<file path="src/rtl/midi_pkg.sv">
// Shared MIDI transmit definitions: status nibbles, FSM encodings and the
// status-byte helper used by the encoder.
package midi_pkg;

    localparam logic [3:0] MIDI_NOTE_OFF = 4'h8;
    localparam logic [3:0] MIDI_NOTE_ON  = 4'h9;

    typedef enum logic [1:0] {
        MSG_IDLE,
        MSG_STAT,
        MSG_NOTE,
        MSG_VEL
    } msg_state_t;

    typedef enum logic [1:0] {
        SER_IDLE,
        SER_START,
        SER_DATA,
        SER_STOP
    } ser_state_t;

    // Note-off can be sent as a note-on (velocity is zeroed by the caller).
    function automatic logic [7:0] status_byte(input logic on, input logic [3:0] ch,
                                               input logic noteoff_as_on);
        return {(on || noteoff_as_on) ? MIDI_NOTE_ON : MIDI_NOTE_OFF, ch};
    endfunction

endpackage

</file>
<file path="src/rtl/uart_tx_byte.sv">
// 8N1 byte serializer, LSB first. Byte and bit period are latched on start;
// a start on the last stop-bit cycle chains the next byte with no idle gap.
module uart_tx_byte
    import midi_pkg::*;
(
    input  logic        i_clk,
    input  logic        i_res,
    input  logic        i_start,
    input  logic [7:0]  i_data,
    input  logic [15:0] i_baud,
    output logic        o_tx,
    output logic        o_done,
    output ser_state_t  o_state
);

    ser_state_t  state_next;
    logic [15:0] div_q;
    logic [15:0] baud_q;
    logic [2:0]  bit_q;
    logic [7:0]  shift_q;
    logic        bit_end;
    logic        load;

    assign bit_end = (div_q == baud_q);
    assign load    = i_start && ((o_state == SER_IDLE) || ((o_state == SER_STOP) && bit_end));

    always_ff @(posedge i_clk) begin
        if (i_res) begin
            o_state <= SER_IDLE;
        end else begin
            o_state <= state_next;
        end
    end

    always_comb begin
        state_next = o_state;
        case (o_state)
            SER_IDLE:  if (i_start) state_next = SER_START;
            SER_START: if (bit_end) state_next = SER_DATA;
            SER_DATA:  if (bit_end && (bit_q == 3'd7)) state_next = SER_STOP;
            SER_STOP:  if (bit_end) state_next = i_start ? SER_START : SER_IDLE;
            default:   state_next = SER_IDLE;
        endcase
    end

    always_comb begin
        o_tx   = 1'b1;
        o_done = 1'b0;
        case (o_state)
            SER_START: o_tx = 1'b0;
            SER_DATA:  o_tx = shift_q[0];
            SER_STOP:  o_done = bit_end;
            default:   ;
        endcase
    end

    always_ff @(posedge i_clk) begin
        if (i_res) begin
            div_q   <= '0;
            baud_q  <= '0;
            bit_q   <= '0;
            shift_q <= '0;
        end else if (load) begin
            shift_q <= i_data;
            baud_q  <= i_baud;
            div_q   <= '0;
            bit_q   <= '0;
        end else if (o_state != SER_IDLE) begin
            if (bit_end) begin
                div_q <= '0;
                if (o_state == SER_DATA) begin
                    shift_q <= shift_q >> 1;
                    bit_q   <= bit_q + 3'd1;
                end
            end else begin
                div_q <= div_q + 16'd1;
            end
        end
    end

endmodule

</file>
<file path="src/rtl/midi_tx_encoder.sv">
// MIDI note-event encoder: builds status/note/velocity bytes with optional
// running status and streams them through the byte serializer.
module midi_tx_encoder
    import midi_pkg::*;
#(
    parameter bit P_RUNNING_STATUS = 1'b1,
    parameter bit P_NOTEOFF_AS_ON  = 1'b0
) (
    input  logic        i_clk,
    input  logic        i_res,
    input  logic [15:0] i_baud,
    input  logic        i_ev_valid,
    output logic        o_ev_ready,
    input  logic        i_ev_on,
    input  logic [3:0]  i_ev_ch,
    input  logic [6:0]  i_ev_note,
    input  logic [6:0]  i_ev_vel,
    input  logic        i_rs_clear,
    output logic        o_tx,
    output logic        o_busy,
    output msg_state_t  o_dbg_msg_state,
    output ser_state_t  o_dbg_ser_state
);

    // Handshake: an event transfers on any cycle with i_ev_valid && o_ev_ready;
    // ready is high only in MSG_IDLE, so fields are free to change otherwise.
    msg_state_t state;
    msg_state_t state_next;
    logic       accept;
    logic       skip_stat;
    logic       ser_start;
    logic       ser_done;
    logic [7:0] ser_data;
    logic [7:0] new_status;
    logic [7:0] status_q;
    logic [7:0] last_status;
    logic [6:0] new_vel;
    logic [6:0] note_q;
    logic [6:0] vel_q;
    logic       rs_valid;
    logic       rs_clear_pend;

    assign accept     = i_ev_valid && (state == MSG_IDLE);
    assign new_status = status_byte(i_ev_on, i_ev_ch, P_NOTEOFF_AS_ON);
    assign new_vel    = (!i_ev_on && P_NOTEOFF_AS_ON) ? 7'd0 : i_ev_vel;
    assign skip_stat  = P_RUNNING_STATUS && rs_valid && (new_status == last_status);

    always_ff @(posedge i_clk) begin
        if (i_res) begin
            state <= MSG_IDLE;
        end else begin
            state <= state_next;
        end
    end

    always_comb begin
        state_next = state;
        case (state)
            MSG_IDLE: if (accept) state_next = skip_stat ? MSG_NOTE : MSG_STAT;
            MSG_STAT: if (ser_done) state_next = MSG_NOTE;
            MSG_NOTE: if (ser_done) state_next = MSG_VEL;
            MSG_VEL:  if (ser_done) state_next = MSG_IDLE;
            default:  state_next = MSG_IDLE;
        endcase
    end

    // The first byte is taken straight from the inputs so it starts on the
    // cycle after accept; later bytes chain on the serializer's done pulse.
    always_comb begin
        o_ev_ready = 1'b0;
        ser_start  = 1'b0;
        ser_data   = 8'h00;
        case (state)
            MSG_IDLE: begin
                o_ev_ready = 1'b1;
                ser_start  = accept;
                ser_data   = skip_stat ? {1'b0, i_ev_note} : new_status;
            end
            MSG_STAT: begin
                ser_start = ser_done;
                ser_data  = {1'b0, note_q};
            end
            MSG_NOTE: begin
                ser_start = ser_done;
                ser_data  = {1'b0, vel_q};
            end
            default: ;
        endcase
        o_busy = !o_ev_ready;
    end

    always_ff @(posedge i_clk) begin
        if (i_res) begin
            status_q <= '0;
            note_q   <= '0;
            vel_q    <= '0;
        end else if (accept) begin
            status_q <= new_status;
            note_q   <= i_ev_note;
            vel_q    <= new_vel;
        end
    end

    // A clear seen during a message is held until the message ends so the
    // status byte completing in between cannot revalidate the flag.
    always_ff @(posedge i_clk) begin
        if (i_res) begin
            rs_valid      <= 1'b0;
            rs_clear_pend <= 1'b0;
            last_status   <= '0;
        end else begin
            if ((state == MSG_STAT) && ser_done) begin
                rs_valid    <= 1'b1;
                last_status <= status_q;
            end
            if (i_rs_clear || rs_clear_pend) begin
                rs_valid <= 1'b0;
            end
            rs_clear_pend <= (i_rs_clear || rs_clear_pend) && (state_next != MSG_IDLE);
        end
    end

    uart_tx_byte u_ser (
        .i_clk   (i_clk),
        .i_res   (i_res),
        .i_start (ser_start),
        .i_data  (ser_data),
        .i_baud  (i_baud),
        .o_tx    (o_tx),
        .o_done  (ser_done),
        .o_state (o_dbg_ser_state)
    );

    assign o_dbg_msg_state = state;

endmodule

</file>
<file path="config.mk">
export PLATFORM = sky130hd
export DESIGN_NAME = midi_tx_encoder
export DESIGN_NICKNAME = d
export VERILOG_FILES = /design/src/rtl/midi_pkg.sv /design/src/rtl/uart_tx_byte.sv /design/src/rtl/midi_tx_encoder.sv
export SDC_FILE = /design/constraint.sdc
export NUM_CORES = 1
export LEC_CHECK = 0
export BUFFER_PORTS_ARGS = -buffer_cell sky130_fd_sc_hd__buf_4
export CORE_MARGIN = 1.5
export CORE_UTILIZATION = 40
export CTS_CLUSTER_DIAMETER = 150
export DETAILED_ROUTE_END_ITERATION = 16
export GPL_ROUTABILITY_DRIVEN = 0
export SETUP_SLACK_MARGIN = 0.4
export SYNTH_ARGS = -nofsm -noshare
export SYNTH_HDL_FRONTEND = slang
export SYNTH_HIERARCHICAL = 1
export SYNTH_SLANG_ARGS = --single-unit
</file>
<file path="constraint.sdc">
create_clock -name i_clk -period 2.8 [get_ports i_clk]
set_input_delay 0.14 -clock i_clk [delete_from_list [all_inputs] [get_ports i_clk]]
set_output_delay 0.14 -clock i_clk [all_outputs]
set_load 0.02 [all_outputs]
</file>
After elaboration in Yosys (flattened, before gate mapping). Index checks and enable logic that the tools add are counted.

Reduce and logical (&&, ||, !) cells: 23. Eq/ne operators: 13. Div/mod/pow operators: 0. Magnitude comparators: 0. $mul: 0. Bitwise operators: 0. Add/subtract/negate cells: 2. Muxes and demuxes: 24. Shift operators: 0.

Operator list (number): $mux W8 (5); $pmux W8 S3 (1); $mux W2 (9); $add A16 B1 Y16 const B (1); $eq A16 B16 Y1 (1); $mux W16 (1); $pmux W2 S4 (2); $reduce_bool A2 Y1 (5); $eq A2 B2 Y1 const B (4); $eq A8 B8 Y1 (1); $ne A2 B1 Y1 const B (4); $logic_and A1 B1 Y1 (7); $reduce_and A3 Y1 (2); $reduce_or A2 Y1 (3); $eq A2 B1 Y1 const B (2); $logic_not A2 Y1 (2); $mux W1 (4); $pmux W1 S2 (2); $reduce_and A4 Y1 (1); $add A3 B1 Y3 const B (1); $eq A3 B3 Y1 const B (1); $logic_or A1 B1 Y1 (2); $logic_not A1 Y1 (1).

Output and inout bits: 7. Register bits: 79. Memory bits (writable): 0. Memories: 0. Word-level logic and storage cells: 74. Memory bits (read-only): 0. Bits of input ports: 39. Latch bits: 0.

Depth between registers and ports, before layout.
Depth in word-level cells: 8. Depth in mapped cells: 12. Mapped depth without buffers: 10.

By module. The synthesis kept the hierarchy.

By module, submodules not included: uart_tx_byte (area an instance 2129.5 µm², sequential area each 900.9 µm², times used 1, cells an instance 248); midi_tx_encoder (area an instance 1560.2 µm², sequential area each 600.6 µm², times used 1, cells an instance 195).

Worst setup path after synthesis. OpenSTA, ideal clock, no wires.

Path kind: reg-to-reg. From: register u_ser.div_q[7]. To: register u_ser.o_state[0]. Setup slack: 0.161 ns. Cell stages (with the launch flop): 12. Clock period less this slack: 2.639 ns. Arrival time: 2.548 ns. Path buffers: 1. Path through: dfxtp_1 -> xor2_1 -> nor4_1 -> nand4_2 -> nor2_1 -> buf_1 -> nand2_1 -> a21oi_1 -> nor2b_1 -> a2111oi_0 -> nor3_1 -> a311oi_1.

Word-level cells in the longest chain between the ends: 6. Elaborated cells between the ends (all ways): 12. Those cells by class: eq/ne (5); mux (5); reduce/logical (2).

RTL lines: from (decl) (RTL line uart_tx_byte.sv:17) `logic [15:0] div_q;`; from (signal assigned) (RTL line uart_tx_byte.sv:76) `div_q <= div_q + 16'd1;`; $eq A16 B16 Y1 * (RTL line uart_tx_byte.sv:24) `assign bit_end = (div_q == baud_q);`; $mux W1 * (RTL line uart_tx_byte.sv:49) `case (o_state)`; via ser_done (RTL line midi_tx_encoder.sv:32) `logic ser_done;`; $pmux W1 S2 * (RTL line midi_tx_encoder.sv:73) `case (state)`; via ser_start (RTL line midi_tx_encoder.sv:31) `logic ser_start;`; $mux W1 (RTL line uart_tx_byte.sv:41) `SER_STOP: if (bit_end) state_next = i_start ? SER_START : SER_IDLE;`; $mux W2 (RTL line uart_tx_byte.sv:41); $pmux W2 S4 (RTL line uart_tx_byte.sv:37) `case (o_state)`; to (signal assigned) (RTL line uart_tx_byte.sv:31) `o_state <= state_next;`; to (decl) (RTL line uart_tx_byte.sv:13) `output ser_state_t o_state`.

The timed path passes the listed nets; every way through them passes the cells marked *. The select of a mux whose other input is x is not followed. A chain may end at the register's enable or synchronous reset.

Final worst setup path.
From: register u_ser.div_q[3]. To: register u_ser.shift_q[7].

Word-level cells in the longest chain between the ends: 6. Elaborated cells between the ends (all ways): 11. Those cells by class: eq/ne (1); mux (3); reduce/logical (7).

RTL lines: $eq A16 B16 Y1 * (RTL line uart_tx_byte.sv:24); $mux W1 * (RTL line uart_tx_byte.sv:49); via ser_done (RTL line midi_tx_encoder.sv:32); $pmux W1 S2 * (RTL line midi_tx_encoder.sv:73); via ser_start (RTL line midi_tx_encoder.sv:31); $logic_and A1 B1 Y1 * (RTL line uart_tx_byte.sv:25) `assign load = i_start && ((o_state == SER_IDLE) || ((o_state == SER_STOP) && bit_end));`; $reduce_bool A2 Y1 (no line); $reduce_and A3 Y1 (no line); to (signal assigned) (RTL line uart_tx_byte.sv:64) `shift_q <= i_data;`; to (signal assigned) (RTL line uart_tx_byte.sv:72) `shift_q <= shift_q >> 1;`; to (decl) (RTL line uart_tx_byte.sv:20) `logic [7:0] shift_q;`.

The timed path passes the listed nets; every way through them passes the cells marked *.

==> results.txt <==
----------------------------------------------------
[Route]
  DRT iter0 DRCs ... between 100 and 150
  DRC viols ... 0
  Pre-antenna DRT Iters ... 4
  Average wire per standard cell ... roughly 14 microns
  Remaining antenna violation count ... 0
  Total detailed-routing wirelength ... between 8000 and 9000 microns
  Routed via count ... 3,086
  Drt via density ... 5.16

[CTS]
  Post-CTS setup buffer count ... 0
  Clock-pin slew reported for the worst setup and hold paths after clock tree synthesis ... about 0.09 ns
  Number of buffers created by CTS ... 9
  Clock buffer depth ... 2
  Clock latency on the worst-skew pair ... 0.35 ns
  Clock tree from TritonCTS ... built
  Number of sinks handled by clock tree synthesis ... 75
  Cell at the root of the clock tree ... sky130_fd_sc_hd__clkbuf_8
  Number of levels in the clock H-tree ... 3

[Timing]
  Minimum period implied by the final worst setup slack ... roughly 2.3 ns
  Max-slew violation count ... 0
  Least-Margin Pin Slew ... around 0.64 ns
  Final number of setup-violating endpoints ... 0
  Accumulated negative setup slack ... 0 ns
  Worst max-slew margin expressed relative to the limit ... a little under three fifths
  Achievable clock frequency ... between 400 and 500 MHz
  Share of the clock period used by the worst path after layout ... approximately four fifths
  Final Hold Vio Count ... 0
  Setup repair after global routing missed its margin ... yes
  Worst Skew ... between 0.015 and 0.02 ns

[Finish]
  Multi-input gate area in the final layout ... 0.00207 sq mm
  Layout Nets ... around 540
  Final Util ... between 40% and 50%
  Share of cells above drive strength 1 ... between 10% and 20%
  Area growth from synthesis to layout ... 19.6%
  Post-layout instance count excluding filler cells ... 598
  Area occupied by registers ... 0.00151 sq mm
  Number of filler instances in the final layout ... just under 900
  N_diodes ... 0

[Setup path]
  Worst reg2reg path startpoint ... u_ser/div_q[3]
  Worst setup slack for register-to-register paths ... around 0.54 ns
  Worst EP arrival ... between 2 and 2.5 ns
  Cell with the largest stage delay on the worst path ... sky130_fd_sc_hd__dfxtp_2
  Worst Setup Path Type ... reg2reg
  Worst Reg-to-Reg Cells ... 11
  Startpoint type of the worst setup path ... flop
  R2r endpoint ... u_ser/shift_q[7]
  Top delay family on crit path ... simple AND/OR/NAND/NOR gates
  Critical path, cell by cell ... xor2_1, nor4_2, nand4_2, nor2_2, nand2_1, a21oi_2, nand2_2, o21a_1, buf_4, nand3b_1, a21oi_1
  Maximum single-stage delay on the critical path ... about 0.37 ns
  WP data required ... ~3.0 ns
  Number of buffer and inverter instances along the worst setup path ... 1
  Setup crit end kind ... flop
  Highest net fanout along the worst path ... 17

[Logic synthesis]
  Sequential-to-total area share from yosys stat ... slightly above 40%
  Avg Synthesized Cell Area ... between 8 and 9 sq um
  Share of async-settable or async-resettable flops after synthesis ... 0%
  Primary flip-flop cell chosen by synthesis mapping ... sky130_fd_sc_hd__dfxtp_1
  Syn Std Cell Area ... around 0.0037 sq mm
  Count of different cell masters after synthesis ... 42
  Nets in the synthesized netlist ... approximately 500
  Register bit count reported by yosys ... between 70 and 80
  Number of warnings printed during yosys synthesis ... 6
  EDFF count, synth ... 0
  Post-Synthesis Cells ... 443

[GRT]
  Number of global-route vias before repair ... ~2,900
  Largest net degree at the start of global routing ... 60
  Global-route wire length before repair ... around 14,000 microns
  Gr ovfl total ... 0
  Initial antenna violation count ... 0
  Total routing resource utilization after global routing ... around 18%

[Floorplanning]
  Width of the chip ... 99.0 microns
  Initial core utilization ... 41.7%
  Core area ... a little under 0.009 sq mm
  Area of the die ... a little under 0.01 sq mm
  Row count ... 34
  I/O pins ... between 40 and 50
  Die Y ... between 90 and 100 microns

[Placed design]
  Port Buf Inserts ... 45
  Total placed cells including tap cells ... slightly below 600
  Estimated wirelength of the detail-placed design ... 5820 microns

[Hold path]
  Worst hold path endpoint ... u_ser/baud_q[9]
  Hold path startpoint ... i_baud[9]
  Path type of the worst min-delay path ... in2reg
  Worst hold path stage count ... 3

[Pwr]
  Leak pwr ... ~0.0018 uW
  Worst VDD drop ... between 0.3 and 0.4 mV
  P per Cell Area ... 864 mW/mm^2

[Job]
  Max_cap viols ... 0

[Run status]
  Run status ... complete, no violations

----------------------------------------------------
cell type report:
class                           count  share of cell area [%]
Timing Repair Buffer               59                    10.2
Clock inverter                      5                    1.96
Sequential cell                    75                    34.1
Tap cell                          108                    3.06
Multi-Input combinational cell    331                    47.0
Inverter                           10                   0.851
Clock buffer                       10                    2.89
cells by family after synthesis:
logic type      share of synthesized area [%]
compound gates                           14.5
xor+xnor                                 8.55
fa+ha+maj                                4.75
buf+inv                                  4.31
flops                                    40.7
mux                                      3.53
simple gates                             23.7
worst register-to-register path, stage by stage, from the launching register on:
cell and delay (ns):
sky130_fd_sc_hd__dfxtp_2 0.37, sky130_fd_sc_hd__xor2_1 0.16, sky130_fd_sc_hd__nor4_2 0.33, sky130_fd_sc_hd__nand4_2 0.17, sky130_fd_sc_hd__nor2_2 0.15, sky130_fd_sc_hd__nand2_1 0.08
sky130_fd_sc_hd__a21oi_2 0.19, sky130_fd_sc_hd__nand2_2 0.09, sky130_fd_sc_hd__o21a_1 0.19, sky130_fd_sc_hd__buf_4 0.20, sky130_fd_sc_hd__nand3b_1 0.11, sky130_fd_sc_hd__a21oi_1 0.07
sequential cells by signal, indices dropped and copies added, names as in the netlist:
| name | count |
|---|---|
| u_ser/shift_q | 8 |
| u_ser/o_state | 2 |
| note_q | 7 |
| last_status | 6 |
| u_ser/div_q | 16 |
| u_ser/baud_q | 16 |
| o_dbg_msg_state | 2 |
| rs_clear_pend | 1 |
| rs_valid | 1 |
| vel_q | 7 |
| u_ser/bit_q | 3 |
| status_q | 6 |
layer usage:
layer	up-vias	track usage (%)	part of all wire (%)
met5	-	0	0
met4	0	5.27	0.74
met3	4	3.97	3.5
met2	49	29.4	48
met1	1435	23.4	48
li1	1598	-	-
synth_stat cells (all sizes together), types with 2 or more instances:
| library cell | count | share of area [%] |
|---|---|---|
| nor2b | 9 | 1.5 |
| inv | 10 | 1.0 |
| nor2 | 38 | 3.9 |
| xnor2 | 8 | 1.9 |
| o221ai | 5 | 2.0 |
| nand3 | 12 | 1.6 |
| clkbuf | 19 | 1.9 |
| nand4 | 10 | 1.9 |
| dfxtp | 75 | 41 |
| nor3 | 7 | 0.95 |
| and4 | 2 | 0.47 |
| o21ai | 3 | 0.41 |
| and3 | 2 | 0.34 |
| a22oi | 7 | 1.4 |
| nor4 | 7 | 1.6 |
| a211oi | 7 | 1.4 |
| ha | 14 | 4.7 |
| mux2i | 13 | 3.5 |
| a21oi | 48 | 6.5 |
| nand2 | 89 | 9.1 |
| nand3b | 6 | 1.2 |
| and2 | 2 | 0.34 |
| xor2 | 28 | 6.6 |
| buf | 8 | 1.4 |
cells in the final DEF (no fill, tap or decap), drive strengths merged, types with 2 or more instances in the layout:
cell type / instances
a211oi: 7
a21oi: 48
a22oi: 7
and2: 2
and3: 2
and4: 2
buf: 58
bufinv: 2
clkbuf: 10
clkinv: 2
dfxtp: 75
ha: 14
inv: 11
mux2i: 13
nand2: 89
nand3: 12
nand3b: 6
nand4: 10
nor2: 38
nor2b: 9
nor3: 7
nor4: 7
o21ai: 3
o221ai: 5
xnor2: 8
xor2: 28
report_power, final:
group / internal [uW] / switching, uW / total [uW]
Combinational: 624 / 889 / 1510
Sequential: 1250 / 135 / 1390
Clock: 504 / 413 / 917
Total: 2380 / 1440 / 3810
metrics by stage:
stage | total power [uW] | cell area [sq um] | hold WS [ns] | setup slack (ns)
2_1_floorplan | 2420 | 3710 | 0.219 | 0.415
3_3_place_gp | 2840 | 4150 | 0.315 | 0.496
3_5_place_dp | 2860 | 4150 | 0.323 | 0.417
4_1_cts | 3800 | 4380 | 0.0189 | 0.407
5_1_grt | 4070 | 4410 | 0.0308 | 0.358
6_report | 3810 | 4410 | 0.0309 | 0.538
worst max-delay path by stage:
| stage | start | endpoint | slack (ns) | cells after the start |
|---|---|---|---|---|
| after floorplan | u_ser/div_q[4] | u_ser/shift_q[7] | 0.41 | 12 |
| after global placement | u_ser/div_q[7] | u_ser/shift_q[7] | 0.50 | 11 |
| after detailed placement | u_ser/div_q[2] | u_ser/o_state[0] | 0.42 | 10 |
| after CTS | u_ser/div_q[7] | u_ser/o_state[0] | 0.41 | 10 |
| after global routing | u_ser/div_q[3] | u_ser/baud_q[10] | 0.36 | 11 |
| final | u_ser/div_q[3] | u_ser/shift_q[7] | 0.54 | 11 |
timing repair:
item / 4_1_cts / 5_1_grt
gates resized for setup: 1 / 11
hold buffers: 1 / 0
cloned: 0 / 0
endpoints found under the setup margin: 2 / 29
hold endpoints to repair: 1 / 0
pin swaps: 0 / 4
Power figures use the tool's default switching activity.
